`src/rtl/fact_seq_ctrl.sv`:
```
// fact_seq_ctrl: factorial sequencer for the calculator datapath.
// Computes n! as acc *= k for k = n, n-1, ..., 2. Each multiply step is an
// N_W-cycle shift-add. A product that overflows RES_W bits aborts the run
// with result=0 and ovf=1.
// Optional macro FACT_SEQ_CTRL_ABORT_EN adds a synchronous 'abort' input that
// cancels a running computation. The default build has no abort port.
module fact_seq_ctrl #(
  parameter int N_W   = 9,
  parameter int RES_W = 32
) (
  input  logic             clk,
  input  logic             rst,
  input  logic             start,
  input  logic [N_W-1:0]   n,
`ifdef FACT_SEQ_CTRL_ABORT_EN
  input  logic             abort,
`endif
  output logic             ready,
  output logic             busy,
  output logic [RES_W-1:0] result,
  output logic             ovf,
  output logic             done
);

  localparam int PW = RES_W + N_W;
  localparam int CW = (N_W > 1) ? $clog2(N_W) : 1;
  localparam logic [CW-1:0]    BIT_LAST = CW'(N_W - 1);
  localparam logic [CW-1:0]    BIT_ONE  = CW'(1);
  localparam logic [N_W-1:0]   K_ONE    = N_W'(1);
  localparam logic [RES_W-1:0] ACC_ONE  = RES_W'(1);
  localparam logic [RES_W-1:0] RES_ZERO = {RES_W{1'b0}};
  localparam logic [PW-1:0]    PART_ZERO = {PW{1'b0}};
  localparam logic [N_W-1:0]   HI_ZERO  = {N_W{1'b0}};

  typedef enum logic [2:0] {
    S_IDLE  = 3'd0,
    S_CHECK = 3'd1,
    S_MUL   = 3'd2,
    S_ACC   = 3'd3,
    S_DONE  = 3'd4
  } state_t;

  state_t           state_q, state_d;
  logic [N_W-1:0]   k_q, k_d;
  logic [RES_W-1:0] acc_q, acc_d;
  logic [PW-1:0]    partial_q, partial_d;
  logic [CW-1:0]    bitcnt_q, bitcnt_d;
  logic [RES_W-1:0] result_q, result_d;
  logic             ovf_q, ovf_d;
  logic             done_q, done_d;
  logic [PW-1:0]    addend_s;
  logic             abort_s;

`ifdef FACT_SEQ_CTRL_ABORT_EN
  assign abort_s = abort;
`else
  assign abort_s = 1'b0;
`endif

  // acc shifted into the current multiplier bit position, zero-extended
  assign addend_s = {HI_ZERO, acc_q} << bitcnt_q;

  assign ready  = (state_q == S_IDLE);
  assign busy   = ~ready;
  assign result = result_q;
  assign ovf    = ovf_q;
  assign done   = done_q;

  // Next-state and datapath update; done/result are loaded on entry to DONE
  always_comb begin
    state_d   = state_q;
    k_d       = k_q;
    acc_d     = acc_q;
    partial_d = partial_q;
    bitcnt_d  = bitcnt_q;
    result_d  = result_q;
    ovf_d     = ovf_q;
    done_d    = 1'b0;
    case (state_q)
      S_IDLE: begin
        if (start) begin
          k_d     = n;
          acc_d   = ACC_ONE;
          ovf_d   = 1'b0;
          state_d = S_CHECK;
        end else begin
          state_d = S_IDLE;
        end
      end
      S_CHECK: begin
        if (abort_s) begin
          result_d = RES_ZERO;
          ovf_d    = 1'b0;
          done_d   = 1'b1;
          state_d  = S_DONE;
        end else if (k_q <= K_ONE) begin
          result_d = acc_q;
          done_d   = 1'b1;
          state_d  = S_DONE;
        end else begin
          partial_d = PART_ZERO;
          bitcnt_d  = {CW{1'b0}};
          state_d   = S_MUL;
        end
      end
      S_MUL: begin
        if (abort_s) begin
          result_d = RES_ZERO;
          ovf_d    = 1'b0;
          done_d   = 1'b1;
          state_d  = S_DONE;
        end else begin
          if (k_q[bitcnt_q]) begin
            partial_d = partial_q + addend_s;
          end else begin
            partial_d = partial_q;
          end
          bitcnt_d = bitcnt_q + BIT_ONE;
          if (bitcnt_q == BIT_LAST) begin
            state_d = S_ACC;
          end else begin
            state_d = S_MUL;
          end
        end
      end
      S_ACC: begin
        if (abort_s) begin
          result_d = RES_ZERO;
          ovf_d    = 1'b0;
          done_d   = 1'b1;
          state_d  = S_DONE;
        end else if (partial_q[PW-1:RES_W] != HI_ZERO) begin
          // product no longer fits: stop the chain, report 0 with ovf
          ovf_d    = 1'b1;
          acc_d    = RES_ZERO;
          result_d = RES_ZERO;
          done_d   = 1'b1;
          state_d  = S_DONE;
        end else begin
          acc_d   = partial_q[RES_W-1:0];
          k_d     = k_q - K_ONE;
          state_d = S_CHECK;
        end
      end
      S_DONE: begin
        state_d = S_IDLE;
      end
      default: begin
        state_d = S_IDLE;
      end
    endcase
  end

  // State and datapath registers with synchronous reset
  always_ff @(posedge clk) begin
    if (rst) begin
      state_q   <= S_IDLE;
      k_q       <= {N_W{1'b0}};
      acc_q     <= RES_ZERO;
      partial_q <= PART_ZERO;
      bitcnt_q  <= {CW{1'b0}};
      result_q  <= RES_ZERO;
      ovf_q     <= 1'b0;
      done_q    <= 1'b0;
    end else begin
      state_q   <= state_d;
      k_q       <= k_d;
      acc_q     <= acc_d;
      partial_q <= partial_d;
      bitcnt_q  <= bitcnt_d;
      result_q  <= result_d;
      ovf_q     <= ovf_d;
      done_q    <= done_d;
    end
  end

endmodule

```
`config.mk`:
```
export PLATFORM = sky130hd
export DESIGN_NAME = fact_seq_ctrl
export DESIGN_NICKNAME = d
export VERILOG_FILES = /design/src/rtl/fact_seq_ctrl.sv
export SDC_FILE = /design/constraint.sdc
export NUM_CORES = 1
export LEC_CHECK = 0
export BUFFER_PORTS_ARGS = -buffer_cell sky130_fd_sc_hd__buf_2
export CAP_MARGIN = 0
export CORE_MARGIN = 3
export CORE_UTILIZATION = 52
export CTS_CLUSTER_SIZE = 25
export DETAILED_ROUTE_END_ITERATION = 10
export PLACE_DENSITY = 0.72
export REMOVE_ABC_BUFFERS = 1
export SYNTH_ARGS = -nofsm -noshare
export SYNTH_HDL_FRONTEND = slang
export SYNTH_SLANG_ARGS = --single-unit
```
`constraint.sdc`:
```
create_clock -name clk -period 4.2 [get_ports clk]
set_input_delay 0.42 -clock clk [delete_from_list [all_inputs] [get_ports clk]]
set_output_delay 0.42 -clock clk [all_outputs]
set_load 0.02 [all_outputs]
```
==> out/summary.txt <==
Post-synth EDFFs -> 0
Sw Share -> 29.0%
VDD IR max -> 320 uV
Largest area contributor in the netlist -> dfxtp_1
Crit-path leading delay family -> multiplexers
Area growth syn-to-layout -> 13.0%
DRT iter0 DRCs -> 732
R2R setup slack -> 160 ps
HP Class -> input pin to flop
Crit path cell chain -> buf_12 > mux4_2 > mux2i_1 > mux2i_1 > ha_1 > a21oi_1 > o21ai_0 > nor4b_2 > nand3b_1 > a21oi_1 > or4_1 > a32o_1
Post-Syn Area per Cell -> 7.98 um2
Full die area -> 0.0175 mm2
Non-filler cells, final -> 1286
Register area share after synthesis -> 29.7%
RSZ-0062 raised after global routing -> no
CTS buffer count -> 17
DRC -> 0
Required time worst endpoint -> 4530 ps
Vert. Die Dim -> 132 um
Vias in the first global route -> 7499
CP Max Fanout -> 28
Critical Path Max Stage Delay -> 550 ps
CTS tree -> yes
Port-buffer cells -> 47
Clk pin slew, worst setup/hold paths -> 60 ps
Post-DR wirelength/cell -> 18.6 um
Crit path arrival time -> 4360 ps
Initial antenna violation count -> 0
Worst Setup End Kind -> flop
Dpl cells -> 1254
Reg power frac -> 38.9%
Hold Path End -> k_q[0]
Buf/Inv on CP -> 1
Post-Synthesis Cell Area -> 0.00828 mm2
FF-to-FF End -> partial_q[37]
Worst-case clock skew -> 9.01 ps
Worst R2R Start -> bitcnt_q[0]
Switch Pwr -> 0.898 mW
Top-count cell post-synth -> nor2_1
Area share of xor/xnor cells in the synthesized design -> 2.64%
Final antenna-violating net count -> 0
Max-cap violation count -> 0
Die Width -> 132 um
Vias -> 8054
PwrDens -> 331 mW/mm2
First-pass DRT Iterations -> 5
Worst hold start -> n[0]
Status -> complete, no violations
Critical path class -> flop to flop
Global-route wire length before repair -> 38600 um
Largest net degree at the start of global routing -> 85
Final Hold Fails -> 0
Fin crit period -> 4040 ps
CP Launch Type -> flop
Leak pwr -> 3.73 nW
Root buffer cell -> clkbuf_16
Setup bufs post-CTS -> 0
Multiplexer share of the synthesized area -> 10.4%
Path depth of the worst reg2reg path -> 12
Std-Cell Rows -> 45
GRT Total Usage -> 27.0%
Top cells by count, synth -> 141 x nor2_1, 123 x dfxtp_1, 90 x nand2_1
#FFs+latches synth -> 123
Final-report max-slew violation count -> 0
Final Setup Violations -> 0
Critical path depth -> 12
WHS Path Cells -> 3
Compound-gate portion of the synthesized area -> 26.3%
Library cells used by synthesis -> 69
Final wirelength -> 23900 um
Share of power burned in combinational logic -> 12.1%
Relative slew margins -> 31.4%
Final GP Congestion -> 0.963
Setup TNS -> 0 ps
Clock latency on the worst-skew pair -> 440 ps
Max Fclk -> 248 MHz
Antenna diode count -> 0
Total gr overflow -> 0
Slew @ Worst Pin -> 1030 ps
Post-Synthesis Cells -> 1037
Slowest-stage cell, CP -> mux4_2
Htree depth -> 4
Clock Sink Count -> 123
Most used DFF post-synth -> dfxtp_1
Post-DP HPWL -> 17400 um
Adder-cell share of the synthesized area -> 6.89%
Core ar. -> 0.0154 mm2
Fraction of layout cells with a size suffix above 1 -> 14.3%
Top post-synthesis cells by area -> dfxtp_1 30%, a22oi_1 7.0%, ha_1 6.6%
IO Pins -> 48
Main combinational cell family by area after synthesis -> compound AO/OA/AOI/OAI gates
Via density -> 6.26
Clk pwr share -> 49.0%
Share of the synthesized area in the top cell type -> 29.7%
P_int -> 2.20 mW
Final period util -> 96.1%
Final Util -> 60.9%
YS warnings -> 0
Clock tree buffer depth -> 2
Post-Synth Simple-Gate Area -> 19.6%
Async S/R FF share, synth -> 0%
Layout Nets -> 1119
Initial Utilization -> 53.9%
-- per-stage QoR --
stage | power [mW] | hold slack (ps) | cell area, um2 | worst slack [ps]
6_report | 3.10 | 238 | 9360 | 162
5_1_grt | 3.20 | 266 | 9360 | 18.2
4_1_cts | 3.12 | 230 | 9350 | 94.6
3_5_place_dp | 1.60 | 472 | 8750 | 126
3_3_place_gp | 1.60 | 472 | 8750 | 194
2_1_floorplan | 1.47 | 450 | 7990 | -817
-- logic make-up (layout without fill, tap and decap cells) --
logic type	count (synthesis)	in the layout
mux	66	66
simple gates	355	355
flops	123	123
buf+inv	93	131
compound gates	330	330
fa+ha+maj	45	45
xor+xnor	25	25
-- flip-flops by register name (all words and copies together), names as in the netlist --
signal / cells
done: 1
ovf: 1
state_q: 3
k_q: 9
partial_q: 41
result: 32
acc_q: 32
bitcnt_q: 4
-- layout make-up --
type	count	area [um2]
Inverter	22	82.6
Clock buffer	17	425
Clock inverter	15	179
Sequential cell	123	2470
Fill cell	1382	6010
Timing Repair Buffer	77	475
Multi-Input combinational cell	821	5460
Tap cell	211	264
-- cells in the final DEF (no fill, tap or decap), types with 7 or more instances in the layout --
cell | Yosys | layout
a211oi_1 | 12 | 12
a21o_1 | 21 | 21
a21oi_1 | 76 | 74
a22oi_1 | 77 | 77
a31oi_1 | 10 | 10
and2_1 | 7 | 7
buf_2 | 8 | 46
buf_4 | 1 | 30
clkbuf_16 | 0 | 17
dfxtp_1 | 123 | 120
ha_1 | 44 | 44
inv_1 | 20 | 20
mux2_2 | 9 | 9
mux2i_1 | 42 | 42
mux4_2 | 15 | 15
nand2_1 | 90 | 90
nand3_1 | 19 | 19
nand4_1 | 11 | 11
nor2_1 | 141 | 138
nor2b_1 | 11 | 11
nor3_1 | 31 | 31
o211ai_1 | 7 | 7
o21a_1 | 9 | 9
o21ai_0 | 60 | 59
or3_1 | 7 | 7
xnor2_1 | 15 | 15
xor2_1 | 10 | 10
-- power by group through the flow --
stage	clock, mW	sequential, mW	combinational [mW]
6_report	1.52	1.21	0.374
5_1_grt	1.58	1.21	0.412
4_1_cts	1.54	1.21	0.370
3_5_place_dp	0	1.23	0.367
3_3_place_gp	0	1.23	0.363
2_1_floorplan	0	1.24	0.230
-- worst max-delay path by stage --
| stage | startpoint | to | slack [ps] |
|---|---|---|---|
| global route | bitcnt_q[0] | partial_q[37] | 20 |
| floorplan | bitcnt_q[0] | partial_q[37] | -820 |
| CTS | bitcnt_q[1] | partial_q[37] | 90 |
| finish | bitcnt_q[0] | partial_q[37] | 160 |
| global placement | bitcnt_q[1] | partial_q[35] | 190 |
| detailed placement | bitcnt_q[1] | partial_q[37] | 130 |
-- timing repair --
action,CTS,global route
hold buffers,0,0
endpoints found under the setup margin,0,11
gates resized for setup,0,3
-- worst min-delay path, delay by kind of cell --
family,cells,cell delay (ps)
and+or+nand+nor,1,50
buffers and inverters,1,90
AOI/OAI and AO/OA,1,60
-- routing by layer --
| metal | vias up | wire length, um | GRT usage, % | part of all wire [%] |
|---|---|---|---|---|
| met2 | 309 | 11200 | 43.5 | 47 |
| met4 | 0 | 797 | 12.4 | 3.3 |
| met1 | 3809 | 10400 | 35.6 | 44 |
| li1 | 3885 | - | - | - |
| met5 | - | 0 | 0 | 0 |
| met3 | 51 | 1470 | 4.73 | 6.2 |
Power figures use the tool's default switching activity.
